--- src/rtl/mux_n_skid.sv ---
// mux_n_skid: N-input operand selector with registered output and a two-entry
// skid buffer. The select is resolved at accept time; the upstream ready is a
// registered flop derived from the next FSM state.
module mux_n_skid #(
  parameter int unsigned DATA_W = 16,
  parameter int unsigned N_IN   = 4,
  localparam int unsigned SEL_W = (N_IN > 1) ? $clog2(N_IN) : 1
) (
  input  logic                     clk,
  input  logic                     rst_n,
  input  logic [N_IN*DATA_W-1:0]   in_bus,
  input  logic [SEL_W-1:0]         select,
  input  logic                     in_valid,
  output logic                     in_ready,
  output logic [DATA_W-1:0]        out_data,
  output logic                     out_valid,
  input  logic                     out_ready,
  output logic                     sel_err,
  input  logic                     err_clr
);

  localparam logic [1:0] ST_EMPTY = 2'd0;
  localparam logic [1:0] ST_ONE   = 2'd1;
  localparam logic [1:0] ST_FULL  = 2'd2;

  logic [1:0]        state_q, state_d;
  logic [DATA_W-1:0] main_q, main_d;
  logic [DATA_W-1:0] skid_q, skid_d;
  logic              in_ready_q;
  logic              sel_err_q, sel_err_d;
  logic              accept;
  logic              transfer;
  logic              sel_oor;
  logic [DATA_W-1:0] resolved;

  assign accept   = in_valid & in_ready_q;
  assign transfer = (state_q != ST_EMPTY) & out_ready;

  // Select the addressed input; unmatched codes fall through to the last input.
  always_comb begin
    resolved = in_bus[(N_IN-1)*DATA_W +: DATA_W];
    for (int unsigned k = 0; k < N_IN; k++) begin
      if (select == SEL_W'(k)) begin
        resolved = in_bus[k*DATA_W +: DATA_W];
      end
    end
  end

  // Out-of-range detection only exists when N_IN leaves unused select codes.
  if ((1 << SEL_W) == N_IN) begin : g_pow2
    assign sel_oor = 1'b0;
  end else begin : g_npow2
    assign sel_oor = (select > SEL_W'(N_IN - 1));
  end

  // Next-state and datapath steering for the main/skid pair.
  always_comb begin
    state_d = state_q;
    main_d  = main_q;
    skid_d  = skid_q;
    case (state_q)
      ST_EMPTY: begin
        if (accept) begin
          state_d = ST_ONE;
          main_d  = resolved;
        end
      end
      ST_ONE: begin
        if (accept && transfer) begin
          main_d = resolved;
        end else if (accept) begin
          state_d = ST_FULL;
          skid_d  = resolved;
        end else if (transfer) begin
          state_d = ST_EMPTY;
        end
      end
      ST_FULL: begin
        if (transfer) begin
          state_d = ST_ONE;
          main_d  = skid_q;
        end
      end
      default: begin
        state_d = ST_EMPTY;
      end
    endcase
  end

  // Sticky select error: a new out-of-range accept overrides a clear.
  always_comb begin
    sel_err_d = sel_err_q;
    if (err_clr) begin
      sel_err_d = 1'b0;
    end
    if (accept && sel_oor) begin
      sel_err_d = 1'b1;
    end
  end

  // State, storage, ready and error registers with synchronous reset.
  always_ff @(posedge clk) begin
    if (!rst_n) begin
      state_q    <= ST_EMPTY;
      main_q     <= '0;
      skid_q     <= '0;
      in_ready_q <= 1'b0;
      sel_err_q  <= 1'b0;
    end else begin
      state_q    <= state_d;
      main_q     <= main_d;
      skid_q     <= skid_d;
      in_ready_q <= (state_d != ST_FULL);
      sel_err_q  <= sel_err_d;
    end
  end

  assign in_ready  = in_ready_q;
  assign out_data  = main_q;
  assign out_valid = (state_q != ST_EMPTY);
  assign sel_err   = sel_err_q;

endmodule

--- config.mk ---
export PLATFORM = sky130hd
export DESIGN_NAME = mux_n_skid
export DESIGN_NICKNAME = d
export VERILOG_FILES = /design/src/rtl/mux_n_skid.sv
export SDC_FILE = /design/constraint.sdc
export NUM_CORES = 1
export LEC_CHECK = 0
export ABC_AREA = 1
export BUFFER_PORTS_ARGS = -buffer_cell sky130_fd_sc_hd__buf_2
export CAP_MARGIN = 20
export CORE_ASPECT_RATIO = 0.6
export CORE_MARGIN = 2
export CORE_UTILIZATION = 43
export CTS_CLUSTER_DIAMETER = 50
export CTS_CLUSTER_SIZE = 8
export DETAILED_ROUTE_END_ITERATION = 10
export GPL_TIMING_DRIVEN = 1
export PLACE_DENSITY = 0.77
export SLEW_MARGIN = 20
export SYNTH_ARGS = -nofsm -noshare
export SYNTH_HDL_FRONTEND = slang
export SYNTH_SLANG_ARGS = --single-unit
--- constraint.sdc ---
create_clock -name clk -period 1.12 [get_ports clk]
set_input_delay 0.056 -clock clk [delete_from_list [all_inputs] [get_ports clk]]
set_output_delay 0.056 -clock clk [all_outputs]
set_load 0.005 [all_outputs]
# Yosys cells after proc, flatten, opt, wreduce, memory -nomap -nowiden

Index checks and enable logic that the tools add are counted.

Register bits after elaboration: 35
Input bits: 71
Output and inout port bits: 19
Logic and storage cells: 37

Equal/unequal tests: 9
Mux-type cells: 14
Bitwise operators: 3
Reductions and logical operators: 7

Operator list:

| cell               | count |
|---|---|
| $mux 16            | 7 |
| $pmux 16 s3        | 1 |
| $mux 2             | 5 |
| $ne 2x2->1 const B | 4 |
| $eq 2x2->1 const B | 3 |
| $pmux 2 s3         | 1 |
| $eq 2x1->1 const B | 2 |
| $logic_not 2->1    | 2 |
| $reduce_and 4->1   | 1 |
| $reduce_and 3->1   | 1 |
| $reduce_bool 3->1  | 1 |
| $and 1x1->1        | 2 |
| $reduce_bool 2->1  | 1 |
| $logic_and 1x1->1  | 1 |
| $not 1->1          | 1 |

# Longest topological paths before layout

Depth after elaboration: 7
Mapped depth: 9
Gate-level depth less buffers: 8

# Least setup slack after synthesis

Ideal clock, no wire load.

Path type: reg-to-reg
Start: register in_ready_q, in the netlist in_ready
End: register skid_q[10]
Setup time: 117 ps
Arrival: 1055 ps
Data required time: 1003 ps
Path slack: -52 ps
Stages on the path, launching flop included: 7
Buffers on the path: 1
Path through: dfxtp_1 nand2_1 nor2_1 nand3_2 buf_2 nor3_1 nor2_1

Word-level cells in the longest chain between the ends: 4

Ends and longest elaborated chain:

| item                                  | RTL line | RTL |
|---|---|---|
| start: declaration                    | 29       | `logic in_ready_q;` |
| start signal: assignment              | 113      | `in_ready_q <= (state_d != ST_FULL);` |
| $and 1x1->1 (*)                       | 36       | `assign accept = in_valid & in_ready_q;` |
| $logic_and 1x1->1                     | 69       | `if (accept && transfer) begin` |
| $not 1->1 (no source line)            | n/a      |  |
| $reduce_and 3->1 (no source line) (*) | n/a      |  |
| end signal: assignment                | 112      | `skid_q <= skid_d;` |
| end: declaration                      | 28       | `logic [DATA_W-1:0] skid_q, skid_d;` |

Every way passes the cells marked *; elsewhere a longest branch is shown, timed or not.
A chain may end at the register's enable or synchronous reset.

# Final worst setup path

Start: register in_ready_q, in the netlist in_ready
End: register skid_q[7]

The elaborated chain is that of the path after synthesis.

==> impl_metrics.yaml <==
place:
  detailed_place_hpwl_mm: 4.235
  dp_cells: 479
  dpl_cell_area_um2: 2557
  globalplace.congestion: 0.8112
  port-buffer-count: 87
  dp_slack_ps: -131.0
worst_setup_path:
  timing.reg2reg.worst_path_depth: 6
  critical_path.endpoint: "skid_q[7]$_SDFFE_PN0P_"
  critPathCaptureType: "register"
  crit-reg2reg-capture: "skid_q[7]$_SDFFE_PN0P_"
  worstSetupStartpoint: "in_ready$_SDFF_PN0_"
  worstPathRequired_ps: 1310
  timing_worst_setup_path_type: "register to register"
  timing.critical_path.fanout_max: 6
  crit_arrival_ps: 1370
  critical_path.startpoint_type: "register"
  r2r_setup_slack_ps: -60
  r2r-start: "in_ready$_SDFF_PN0_"
pwr:
  power_w: 0.003078
  ir_drop_uv: 572.3
  powerDensity_nw_per_um2: 1041
  static-leakage-power_nw: 1.565
cts:
  clk_pin_slew_worst_paths_ps: 70
  cts.sink_count: 35
  cts_max_path_buffers: 2
  clock_insertion_delay_worst_skew_ps: 290
  cts_htree_levels: 2
  cts_made_buffers: 5
  clock_tree.root_cell: "clkbuf_8"
  cts_tree: "built"
  postCtsHoldBufs: 0
global_routing:
  grt_overflow: 0
  pin_count_of_the_biggest_net_entering_global_routing: 19
  gr-usage-all-layers_pct: 24.16
  first_global_vias: 2190
  first_pass_grt_wire_length_mm: 10.07
  grt_antenna_before_repair: 0
floorplan:
  die_area_um2: 5340
  start_util_pct: 44.79
  die_y_um: 57.41
  fp.dieW_um: 93.02
  core-area_um2: 4564
  placement_rows: 19
  pin_count: 90
synth:
  synth_fp_nets: 401
  mappedNetlistArea_um2: 2044
  syn_area_per_cell_um2: 6.195
  synth.yosys.warnings: 0
  postSynthRegisterBits: 35
  yosys.cell_types.count: 26
  syn_inst: 330
  synth_seq_area_share_pct: 34.27
timing:
  report.final.hold_viol_count: 0
  fin_ws_ps: -60.76
  final.setup_skew_ps: 2.955
  rsz0062_at_grt: "true"
  finalCriticalPeriod_ps: 1181
  fmax_ghz: 0.8469
  setup_viol: 30
  timing.final.max_slew_violations: 0
  final_min_period_over_clock_period_pct: 105.4
detailed_routing:
  firstDrtPassIters: 4
  drt_first_iter_violations: 128
  drt_drc_violations_left: 0
  via_density: 4.860
  overall_via_count_from_detail_route: 2401
  avgRoutedWirePerCell_um: 12.78
  ant_nets: 0
  routed_wl_mm: 6.311
min_path:
  timing.hold.worst.class: "input pin to register"
layout:
  fraction_of_final_layout_cells_sized_beyond_drive_strength_1_pct: 37.59
  finish.instance_area_um2: 2957
  final_cells: 494
  count_of_inserted_antenna_diode_cells: 0
  most-common-layout-cells: "nand2_1, buf_2, dfxtp_1, inv_1, nor2_1"
  fillCellCount: 458
  layout_commonest_cell: "nand2_1"
  synth_to_final_area_change_pct: 44.61
  num-nets-final: 501
run:
  drv_cap: 0
outcome:
  outcome: "finished with violations"
  violations: "setup timing"
## metrics by stage
step / utilization, % / setup TNS [ps] / hold WS [ps]
after floorplan: - / -35.10 / 273.2
after global placement: 56.03 / -2043 / 381.7
after detailed placement: 56.03 / -3156 / 384.7
after CTS: 61.57 / -700.6 / 71.02
after global routing: 64.78 / -2867 / 79.24
final: 64.78 / -1006 / 82.02
## area by class of cell
| class | instances | area [um^2] | share of cell area, % |
|---|---|---|---|
| repair buffers | 104 | 608.1 | 20.57 |
| flip-flops and latches | 35 | 709.4 | 23.99 |
| well taps | 63 | 78.83 | 2.666 |
| multi-input cells | 249 | 1308 | 44.22 |
| inverters | 35 | 152.6 | 5.163 |
| clock buffers | 8 | 100.1 | 3.386 |
## cells in the mapped netlist
| cell | instances | area share [%] |
|---|---|---|
| a21oi_1 | 33 | 8.1 |
| nor3b_1 | 1 | 0.37 |
| o21ai_0 | 14 | 3.4 |
| buf_4 | 2 | 0.73 |
| nand4_1 | 2 | 0.61 |
| inv_2 | 4 | 0.73 |
| nand3_2 | 1 | 0.49 |
| nor2_4 | 2 | 1.1 |
| clkbuf_1 | 3 | 0.55 |
| nand2_1 | 124 | 23 |
| a31oi_1 | 1 | 0.31 |
| nand2_2 | 2 | 0.61 |
| conb_1 | 1 | 0.18 |
| nor2_1 | 27 | 5.0 |
| clkinv_4 | 1 | 0.43 |
| inv_1 | 28 | 5.1 |
| o21ai_2 | 1 | 0.43 |
| buf_6 | 8 | 4.4 |
| inv_4 | 1 | 0.31 |
| clkinv_1 | 1 | 0.18 |
| dfxtp_1 | 35 | 34 |
| o21ai_1 | 10 | 2.4 |
| nand2_4 | 2 | 1.1 |
| buf_2 | 2 | 0.49 |
| nor3_1 | 8 | 2.0 |
| nand3_1 | 16 | 3.9 |
## routing by layer
metal,vias to the layer above,track usage [%],part of all wire [%]
li1,1244,-,-
met1,1078,31.54,46
met2,75,40.06,45
met3,4,7.530,8.4
met4,0,4.832,0.60
met5,-,0,0
## worst max-delay path, stage by stage (launching register included)
cell and delay (ps):
dfxtp_2 350, nand2_4 70, nor2_4 100, nand3_4 150, buf_6 180, nor3_2 150
nor2_1 70
## report_power, final
group	switching [W]	internal [W]	total [W]
Combinational	0.000404	0.000311	0.000715
Sequential	0.0000353	0.00130	0.00134
Clock	0.000464	0.000561	0.00103
## cell families after synthesis
logic type	share of synthesized area, %
buffers and inverters	12.97
other	0.1834
AO/OA/AOI/OAI	14.69
AND/OR/NAND/NOR	37.88
flip-flops	34.27
## repair_timing
action	4_1_cts	5_1_grt
buffers inserted	2	1
gates cloned	3	1
pin swaps	5	4
endpoints found under the setup margin	33	36
gates resized for setup	20	30
## flip-flops by register name (all words and copies together) (netlist names)
| signal | cells |
|---|---|
| out_data | 16 |
| state_q | 2 |
| skid_q | 16 |
| in_ready | 1 |
## worst min-delay path by stage
| stage | depth (start not counted) | slack [ps] | from | to |
|---|---|---|---|---|
| 2_1_floorplan | 4 | 270 | in_bus[32] | skid_q[0]$_SDFFE_PN0P_ |
| 3_3_place_gp | 5 | 380 | in_bus[37] | skid_q[5]$_SDFFE_PN0P_ |
| 3_5_place_dp | 3 | 380 | rst_n | out_data[13]$_SDFFE_PN0P_ |
| 4_1_cts | 3 | 70 | rst_n | out_data[13]$_SDFFE_PN0P_ |
| 5_1_grt | 3 | 80 | rst_n | out_data[11]$_SDFFE_PN0P_ |
| 6_report | 3 | 80 | rst_n | out_data[12]$_SDFFE_PN0P_ |
No activity file was read; power rests on OpenSTA's default activity.
